$ cat src/rtl/arith_pkg.sv
// Shared types for the byte-serial add/subtract sequencer.
// Holds op codes, FSM states and the slice-index width helper.
package arith_pkg;

  typedef enum logic [1:0] {
    ADD  = 2'b00,
    SUB  = 2'b01,
    NEG  = 2'b10,
    RSUB = 2'b11
  } op_e;

  typedef enum logic [1:0] {
    IDLE = 2'b00,
    RUN  = 2'b01,
    DONE = 2'b10
  } state_e;

  function automatic int idx_w(input int bytes);
    return (bytes > 1) ? $clog2(bytes) : 1;
  endfunction

endpackage

$ cat src/rtl/slice_adder_ci.sv
// N-bit ripple slice adder with external carry-in and carry-out,
// built from single-bit full-adder cells.
module single_adder (
  input  logic i_a,
  input  logic i_b,
  input  logic i_ci,
  output logic o_s,
  output logic o_co
);

  assign o_s  = i_a ^ i_b ^ i_ci;
  assign o_co = (i_a & i_b) | (i_ci & (i_a ^ i_b));

endmodule

module slice_adder_ci #(
  parameter int N = 8
) (
  input  logic [N-1:0] i_a,
  input  logic [N-1:0] i_b,
  input  logic         i_ci,
  output logic [N-1:0] o_s,
  output logic         o_co
);

  logic [N:0] w_c;

  assign w_c[0] = i_ci;

  for (genvar g = 0; g < N; g++) begin : g_bit
    single_adder u_fa (
      .i_a  (i_a[g]),
      .i_b  (i_b[g]),
      .i_ci (w_c[g]),
      .o_s  (o_s[g]),
      .o_co (w_c[g+1])
    );
  end

  assign o_co = w_c[N];

endmodule

$ cat src/rtl/multibyte_add_seq.sv
// Byte-serial multi-precision add/sub controller: walks one N-bit
// slice adder across BYTES slices, LSB first, with a registered carry.
module multibyte_add_seq
  import arith_pkg::*;
#(
  parameter int N     = 8,
  parameter int BYTES = 2
) (
  input  logic               clk,
  input  logic               rst_n,
  input  logic               req_valid,
  output logic               req_ready,
  input  logic [1:0]         req_op,
  input  logic [N*BYTES-1:0] req_a,
  input  logic [N*BYTES-1:0] req_b,
  output logic               rsp_valid,
  input  logic               rsp_ready,
  output logic [N*BYTES-1:0] rsp_sum,
  output logic               rsp_carry,
  output logic               rsp_ovf,
  output logic               rsp_zero,
  output logic               busy
);

  localparam int WIDE = N * BYTES;
  localparam int IW   = idx_w(BYTES);
  localparam logic [IW-1:0] LAST = IW'(BYTES - 1);

  state_e r_state;
  state_e w_state_nxt;

  logic [IW-1:0]   r_idx;
  logic            r_carry;
  logic [WIDE-1:0] r_x;
  logic [WIDE-1:0] r_y;
  logic [WIDE-1:0] r_sum;
  logic            r_cout;
  logic            r_ovf;
  logic            r_zero;

  logic [WIDE-1:0] w_x;
  logic [WIDE-1:0] w_y;
  logic            w_cin;
  logic [N-1:0]    w_xs;
  logic [N-1:0]    w_ys;
  logic [N-1:0]    w_s;
  logic            w_co;
  logic [WIDE-1:0] w_sum_nxt;
  logic            w_acc;
  logic            w_last;

  // Map every op onto X + Y + Cin so the datapath only ever adds.
  always_comb begin
    w_x   = req_a;
    w_y   = req_b;
    w_cin = 1'b0;
    unique case (1'b1)
      (req_op == ADD): begin
        w_x   = req_a;
        w_y   = req_b;
        w_cin = 1'b0;
      end
      (req_op == SUB): begin
        w_x   = req_a;
        w_y   = ~req_b;
        w_cin = 1'b1;
      end
      (req_op == NEG): begin
        w_x   = '0;
        w_y   = ~req_a;
        w_cin = 1'b1;
      end
      (req_op == RSUB): begin
        w_x   = req_b;
        w_y   = ~req_a;
        w_cin = 1'b1;
      end
      default: begin
        w_x   = req_a;
        w_y   = req_b;
        w_cin = 1'b0;
      end
    endcase
  end

  always_comb begin
    w_xs = '0;
    w_ys = '0;
    for (int i = 0; i < BYTES; i++) begin
      if (r_idx == IW'(i)) begin
        w_xs = r_x[i*N +: N];
        w_ys = r_y[i*N +: N];
      end
    end
  end

  slice_adder_ci #(
    .N (N)
  ) u_add (
    .i_a  (w_xs),
    .i_b  (w_ys),
    .i_ci (r_carry),
    .o_s  (w_s),
    .o_co (w_co)
  );

  always_comb begin
    w_sum_nxt = r_sum;
    for (int i = 0; i < BYTES; i++) begin
      if (r_idx == IW'(i)) begin
        w_sum_nxt[i*N +: N] = w_s;
      end
    end
  end

  assign w_acc  = (r_state == IDLE) && req_valid;
  assign w_last = (r_idx == LAST);

  always_ff @(posedge clk or negedge rst_n) begin
    if (!rst_n) begin
      r_state <= IDLE;
    end else begin
      r_state <= w_state_nxt;
    end
  end

  always_comb begin
    w_state_nxt = r_state;
    req_ready   = 1'b0;
    rsp_valid   = 1'b0;
    busy        = (r_state != IDLE);
    unique case (r_state)
      IDLE: begin
        req_ready = 1'b1;
        if (req_valid) w_state_nxt = RUN;
      end
      RUN: begin
        if (w_last) w_state_nxt = DONE;
      end
      DONE: begin
        rsp_valid = 1'b1;
        if (rsp_ready) w_state_nxt = IDLE;
      end
      default: w_state_nxt = IDLE;
    endcase
  end

  always_ff @(posedge clk or negedge rst_n) begin
    if (!rst_n) begin
      r_idx   <= '0;
      r_carry <= 1'b0;
      r_x     <= '0;
      r_y     <= '0;
      r_sum   <= '0;
      r_cout  <= 1'b0;
      r_ovf   <= 1'b0;
      r_zero  <= 1'b0;
    end else if (w_acc) begin
      r_x     <= w_x;
      r_y     <= w_y;
      r_carry <= w_cin;
      r_idx   <= '0;
    end else if (r_state == RUN) begin
      r_sum   <= w_sum_nxt;
      r_carry <= w_co;
      r_idx   <= r_idx + IW'(1);
      if (w_last) begin
        r_cout <= w_co;
        r_ovf  <= (r_x[WIDE-1] == r_y[WIDE-1]) &&
                  (w_sum_nxt[WIDE-1] != r_x[WIDE-1]);
        r_zero <= ~|w_sum_nxt;
      end
    end
  end

  assign rsp_sum   = r_sum;
  assign rsp_carry = r_cout;
  assign rsp_ovf   = r_ovf;
  assign rsp_zero  = r_zero;

endmodule

$ cat config.mk
export PLATFORM = sky130hd
export DESIGN_NAME = multibyte_add_seq
export DESIGN_NICKNAME = d
export VERILOG_FILES = /design/src/rtl/arith_pkg.sv /design/src/rtl/slice_adder_ci.sv /design/src/rtl/multibyte_add_seq.sv
export SDC_FILE = /design/constraint.sdc
export NUM_CORES = 1
export LEC_CHECK = 0
export CORE_MARGIN = 1.5
export CORE_UTILIZATION = 47
export DETAILED_ROUTE_END_ITERATION = 10
export GPL_TIMING_DRIVEN = 0
export PLACE_DENSITY = 0.77
export SETUP_SLACK_MARGIN = 0.15
export SKIP_LAST_GASP = 1
export SYNTH_ARGS = -nofsm -noshare
export SYNTH_HDL_FRONTEND = slang
export SYNTH_SLANG_ARGS = --single-unit
export TNS_END_PERCENT = 50
$ cat constraint.sdc
create_clock -name clk -period 3.85 [get_ports clk]
set_input_delay 0.77 -clock clk [delete_from_list [all_inputs] [get_ports clk]]
set_output_delay 0.77 -clock clk [all_outputs]
set_load 0.02 [all_outputs]
Word level (Yosys, flattened, before mapping):

Cells that the tools add are included.

* mux-type cells: 17
* reductions and logical operators: 12
* equality and inequality tests: 10
* order comparisons: 0
* shift-type cells: 0
* $mul: 0
* $add $sub $neg: 1
* divide/modulo/power cells: 0
* bitwise logic cells: 43

Operators with widths (number)
* $pmux W16 S2: 2
* $mux W8: 4
* $not A16 Y16: 2
* $and A1 B1 Y1: 16
* $reduce_or A16 Y1: 1
* $xor A1 B1 Y1: 16
* $or A1 B1 Y1: 8
* $mux W1: 7
* $eq A2 B2 Y1 const B: 3
* $mux W2: 3
* $ne A2 B2 Y1 const B: 3
* $pmux W2 S3: 1
* $reduce_and A3 Y1: 2
* $eq A2 B1 Y1 const B: 2
* $reduce_bool A2 Y1: 2
* $reduce_or A3 Y1: 1
* $logic_and A1 B1 Y1: 2
* $logic_not A2 Y1: 1
* $reduce_and A2 Y1: 1
* $reduce_or A2 Y1: 1
* $add A1 B1 Y1 const B: 1
* $eq A1 B1 Y1: 1
* $logic_not A1 Y1: 1
* $ne A1 B1 Y1: 1
* $not A1 Y1: 1

* logic and storage cells: 92
* memories kept: 0
* bits in read-only memories: 0
* RAM bits: 0
* output and inout port bits: 22
* register bits after elaboration: 55
* latch bits: 0

Longest topological paths before layout:

* depth after elaboration: 20
* gate-level depth with buffers: 18
* gate-level depth less buffers: 16

Cells and area by module:

From an unflattened synthesis, not the netlist that was laid out.

* cell total of the unflattened synthesis: 292
* area total of the unflattened synthesis: 3045.4 µm²

Modules (own cells, without submodules)
* multibyte_add_seq: seq. area each 1376.3 µm², cells an instance 284, area an instance 2885.3 µm², times used 1
* single_adder: seq. area each 0.0 µm², cells an instance 1, area an instance 20.0 µm², times used 8

Least setup slack after synthesis:

OpenSTA, ideal clock, no wires.

* kind: register to register
* from: register r_idx
* to: register r_ovf, in the netlist rsp_ovf
* data arrival time: 4.138 ns
* buffers on the path: 2
* setup slack: -0.371 ns
* clock period less this slack: 4.221 ns
* data required time: 3.767 ns
* stages on the path, launching flop included: 19
* library setup time: 0.083 ns
* path through: dfrtp_1 buf_4 buf_2 mux2i_1 fa_1 inv_1 fa_1 fa_1 fa_1 inv_1 fa_1 inv_1 fa_1 fa_1 inv_1 fa_1 nor3_1 nor2_1 o21ai_0

* cells in the longest elaborated chain, start to end: 20
* elaborated cells on any way between the ends: 36
* those cells by class: eq/ne: 1; mux: 3; bitwise: 30; reduce/logical: 2

RTL lines
* start, declared: RTL line multibyte_add_seq.sv:32 `logic [IW-1:0] r_idx;`
* start signal, assigned: RTL line multibyte_add_seq.sv:166 `r_idx <= r_idx + IW'(1);`
* $mux W8: RTL line multibyte_add_seq.sv:90 `if (r_idx == IW'(i)) begin`
* $xor A1 B1 Y1: RTL line slice_adder_ci.sv:12 `assign o_co = (i_a & i_b) | (i_ci & (i_a ^ i_b));`
* $and A1 B1 Y1: RTL line slice_adder_ci.sv:12
* $or A1 B1 Y1: RTL line slice_adder_ci.sv:12
* $and A1 B1 Y1: RTL line slice_adder_ci.sv:12
* $or A1 B1 Y1: RTL line slice_adder_ci.sv:12
* $and A1 B1 Y1: RTL line slice_adder_ci.sv:12
* $or A1 B1 Y1: RTL line slice_adder_ci.sv:12
* [4 not listed]
* $and A1 B1 Y1: RTL line slice_adder_ci.sv:12
* $or A1 B1 Y1: RTL line slice_adder_ci.sv:12
* $and A1 B1 Y1: RTL line slice_adder_ci.sv:12
* $or A1 B1 Y1: RTL line slice_adder_ci.sv:12
* $xor A1 B1 Y1: RTL line slice_adder_ci.sv:11 `assign o_s = i_a ^ i_b ^ i_ci;`
* $mux W8: RTL line multibyte_add_seq.sv:110 `if (r_idx == IW'(i)) begin`
* $ne A1 B1 Y1: RTL line multibyte_add_seq.sv:170 `(w_sum_nxt[WIDE-1] != r_x[WIDE-1]);`
* $logic_and A1 B1 Y1: RTL line multibyte_add_seq.sv:169 `r_ovf <= (r_x[WIDE-1] == r_y[WIDE-1]) &&`
* end signal, assigned: RTL line multibyte_add_seq.sv:169
* end, declared: RTL line multibyte_add_seq.sv:38 `logic r_ovf;`

Several ways; a longest one is shown, not always the timed one.
A chain may end at the register's enable or synchronous reset.

Worst setup path in the final report:

* from: register r_idx
* to: register r_zero, in the netlist rsp_zero

* cells in the longest elaborated chain, start to end: 20
* elaborated cells on any way between the ends: 44
* those cells by class: mux: 4; bitwise: 37; reduce/logical: 3

RTL lines
* $mux W8: RTL line multibyte_add_seq.sv:90
* $xor A1 B1 Y1: RTL line slice_adder_ci.sv:11, slice_adder_ci.sv:12
* $and A1 B1 Y1: RTL line slice_adder_ci.sv:12
* $or A1 B1 Y1: RTL line slice_adder_ci.sv:12
* $and A1 B1 Y1: RTL line slice_adder_ci.sv:12
* $or A1 B1 Y1: RTL line slice_adder_ci.sv:12
* $and A1 B1 Y1: RTL line slice_adder_ci.sv:12
* $or A1 B1 Y1: RTL line slice_adder_ci.sv:12
* [4 not listed]
* $and A1 B1 Y1: RTL line slice_adder_ci.sv:12
* $or A1 B1 Y1: RTL line slice_adder_ci.sv:12
* $and A1 B1 Y1: RTL line slice_adder_ci.sv:12
* $or A1 B1 Y1: RTL line slice_adder_ci.sv:12
* $xor A1 B1 Y1: RTL line slice_adder_ci.sv:11
* $mux W8: RTL line multibyte_add_seq.sv:110
* $reduce_or A16 Y1: RTL line multibyte_add_seq.sv:171 `r_zero <= ~|w_sum_nxt;`
* $logic_not A1 Y1: RTL line multibyte_add_seq.sv:171
* end signal, assigned: RTL line multibyte_add_seq.sv:171
* end, declared: RTL line multibyte_add_seq.sv:39 `logic r_zero;`

Several ways; a longest one is shown, not always the timed one.

==> results.sh <==
export IMPL_die_x_um=82.65
export IMPL_cts_sinks=55
export IMPL_setup_worst_path_start="r_idx"
export IMPL_ir_worst_vdd_mv=0.5343
export IMPL_relSlewSlack_pct=64.66
export IMPL_wire_per_inst_um=15.82
export IMPL_cts_tree="yes"
export IMPL_drc=0
export IMPL_maxCapViolCount=0
export IMPL_drv_slew=0
export IMPL_skew_ns=0.01207
export IMPL_synth_simple_gate_area_share_pct=14.60
export IMPL_placed_area_sq_um=3694
export IMPL_die_y_um=82.65
export IMPL_insertedDiodeCount=0
export IMPL_r2r_setup_slack_ns=-0.23
export IMPL_synth_seq_cells=55
export IMPL_clk_pin_slew_ns=0.10
export IMPL_place_ws_ns=-0.4488
export IMPL_clock_path_buffers=2
export IMPL_postSynthCellCount=306
export IMPL_io_buffers=57
export IMPL_via_per_inst=5.419
export IMPL_whs_ns=0.4256
export IMPL_core_sq_um=6026
export IMPL_ys_warn_count=0
export IMPL_intPower_mw=1.999
export IMPL_routabilityCongestion=0.8455
export IMPL_firstDrtPassIters=5
export IMPL_grt_antenna_before_repair=0
export IMPL_cts_max_level=2
export IMPL_worst_setup_path_start_kind="register"
export IMPL_synth_top_family_by_area="simple AND/OR/NAND/NOR gates"
export IMPL_clkPwrFrac_pct=10.0
export IMPL_yosys_area_share_xor_xnor_pct=4.700
export IMPL_p_leak_nw=1.663
export IMPL_synth_compound_area_share_pct=13.89
export IMPL_nets=421
export IMPL_clk_latency_ns=0.31
export IMPL_synthAdderAreaFrac_pct=5.371
export IMPL_drive_above_1_share_pct=19.68
export IMPL_synth_mux_area_fraction_pct=9.820
export IMPL_io_pins=60
export IMPL_p_total_mw=3.333
export IMPL_synth_area_sq_um=2982
export IMPL_routed_wl_um=7137
export IMPL_via_count=2444
export IMPL_crit_fanout=4
export IMPL_syn_num_nets=352
export IMPL_status="finished with violations"
export IMPL_hpwl_um=5282
export IMPL_r2r_start="r_idx"
export IMPL_grt_max_degree=34
export IMPL_grt_usage_pct=22.99
export IMPL_cts_hold_buf=0
export IMPL_worstPathRequired_ns=4.06
export IMPL_syn_area_per_cell_sq_um=9.744
export IMPL_critPathCaptureType="register"
export IMPL_hold_viol=0
export IMPL_finalNonFillerCells=451
export IMPL_max_freq_ghz=0.2448
export IMPL_rows=28
export IMPL_drt_antenna_violating_nets=0
export IMPL_fin_crit_ns=4.084
export IMPL_violations="setup timing"
export IMPL_dieArea_sq_um=6831
export IMPL_worst_hold_path_type="primary input to asynchronous set/reset pin"
export IMPL_cellPowerDensity_nw_per_um2=861.5
export IMPL_synth_cell_types=31
export IMPL_switching_share_pct=40.03
export IMPL_cts_buffers=5
export IMPL_rsz0062_at_grt="yes"
export IMPL_dp_cells=439
export IMPL_crit_arrival_ns=4.29
export IMPL_p_seq_share_pct=30.8
export IMPL_crit_type="register to register"
export IMPL_fill_cells=498
export IMPL_grt_pass1_vias=2410
export IMPL_layout_commonest_cell="nand2_1"
export IMPL_final_area_sq_um=3869
export IMPL_overflow=0
export IMPL_cts_root_buf="clkbuf_8"
export IMPL_tightest_slew_ns=0.5300
export IMPL_finalSetupViolCount=4
export IMPL_combPwrFrac_pct=59.2
export IMPL_switching_power_mw=1.334
export IMPL_fin_ws_ns=-0.2343
export IMPL_ys_seq_area_share_pct=46.16
export IMPL_grt_pass1_wl_um=11420
export IMPL_start_util_pct=49.48
export IMPL_layout_common_cells="nand2_1, clkdlybuf4s50_1, o21ai_0, dfrtp_1, mux2_2"
export IMPL_drtIter0Drc=151
export IMPL_min_period_over_period_pct=106.1
export IMPL_synthToLayoutAreaGrowth_pct=29.75
## cells by family (layout without fill, tap and decap cells)
| family | count (synthesis) | count (layout) |
|---|---|---|
| multiplexers | 26 | 26 |
| adder cells (fa/ha/maj) | 8 | 8 |
| AND/OR/NAND/NOR | 93 | 93 |
| buffers and inverters | 31 | 101 |
| flip-flops | 55 | 55 |
| XOR/XNOR | 16 | 16 |
| AO/OA/AOI/OAI | 77 | 77 |
## state kept, by name, summed over array words and instances, names as in the netlist
| signal | count |
|---|---|
| r_x | 16 |
| rsp_carry | 1 |
| r_carry | 1 |
| rsp_sum | 16 |
| r_idx | 1 |
| r_state | 2 |
| rsp_ovf | 1 |
| rsp_zero | 1 |
| r_y | 16 |
## power groups by stage
| stage | clock [mW] | sequential (mW) | combinational (mW) |
|---|---|---|---|
| after detailed placement | 0 | 1.03 | 1.82 |
| after floorplan | 0 | 1.10 | 1.10 |
| after global placement | 0 | 1.02 | 1.77 |
| after CTS | 0.339 | 1.02 | 1.95 |
| after global routing | 0.366 | 1.06 | 2.17 |
| final | 0.333 | 1.03 | 1.97 |
## timing repair
| action | CTS | global route |
|---|---|---|
| buffers inserted | 4 | 0 |
| pin swaps | 6 | 3 |
| gates resized for setup | 8 | 6 |
| setup endpoints to repair | 7 | 5 |
## worst max-delay path, cell delays in order (launching register included)
cell	delay (ns)
dfrtp_1	0.39
buf_6	0.13
buf_12	0.12
mux2i_4	0.17
fa_2	0.22
inv_2	0.04
fa_2	0.34
fa_2	0.35
fa_2	0.34
inv_2	0.06
fa_2	0.18
inv_2	0.04
fa_2	0.33
fa_2	0.34
inv_2	0.07
fa_2	0.49
nor4bb_2	0.20
nand4_1	0.09
o21ai_1	0.07
## synth_stat cells (all sizes together)
cell type | count | share of area (%)
nand4 | 1 | 0.21
o31ai | 1 | 0.25
nor4b | 1 | 0.29
xor2 | 16 | 4.7
fa | 8 | 5.4
nor4bb | 1 | 0.34
nand3b | 1 | 0.38
clkbuf | 5 | 0.67
nand3 | 1 | 0.17
buf | 19 | 3.9
nand2 | 60 | 7.6
a31oi | 16 | 3.4
mux2 | 20 | 7.8
nor2 | 4 | 0.50
or3b | 2 | 0.59
nor3 | 2 | 0.34
inv | 7 | 0.88
nor4 | 1 | 0.21
a21oi | 1 | 0.17
nor2b | 16 | 3.4
o21ai | 58 | 9.7
dfrtp | 55 | 46
and3 | 1 | 0.21
or4 | 1 | 0.25
or2 | 1 | 0.21
o221a | 1 | 0.38
mux2i | 6 | 2.0
## cell type report
type | count | area (sq um) | area share, %
inverter | 7 | 26.28 | 0.6792
tap | 75 | 93.84 | 2.426
timing repair buffer | 62 | 615.6 | 15.91
sequential | 55 | 1376 | 35.58
clock buffer | 7 | 86.33 | 2.232
buffer | 24 | 155.1 | 4.010
multi-input combinational | 220 | 1506 | 38.94
clock inverter | 1 | 8.758 | 0.2264
## through the flow
| stage | utilization [%] | setup TNS (ns) |
|---|---|---|
| 4_1_cts | 63.79 | -0.6620 |
| 6_report | 64.20 | -0.7473 |
| 2_1_floorplan | - | -0.1781 |
| 3_3_place_gp | 61.05 | -0.9191 |
| 5_1_grt | 64.20 | -1.191 |
| 3_5_place_dp | 61.30 | -1.184 |
## path summary, 6_finish.rpt
path | cells after the start | to
max | 18 | rsp_zero
min | 1 | rsp_sum[14]
max reg2reg | 18 | rsp_zero
min reg2reg | 2 | r_y[5]
max in group asynchronous | 2 | r_x[5]
min in group clk | 2 | r_y[5]
## per-layer routing
| metal | GRT usage (%) | part of all wire [%] | up-vias |
|---|---|---|---|
| met2 | 37.64 | 47 | 73 |
| li1 | - | - | 1178 |
| met3 | 4.396 | 4.7 | 12 |
| met4 | 11.00 | 2.3 | 0 |
| met1 | 29.24 | 46 | 1181 |
| met5 | 0 | 0 | - |
(Power assumes the default switching activity.)
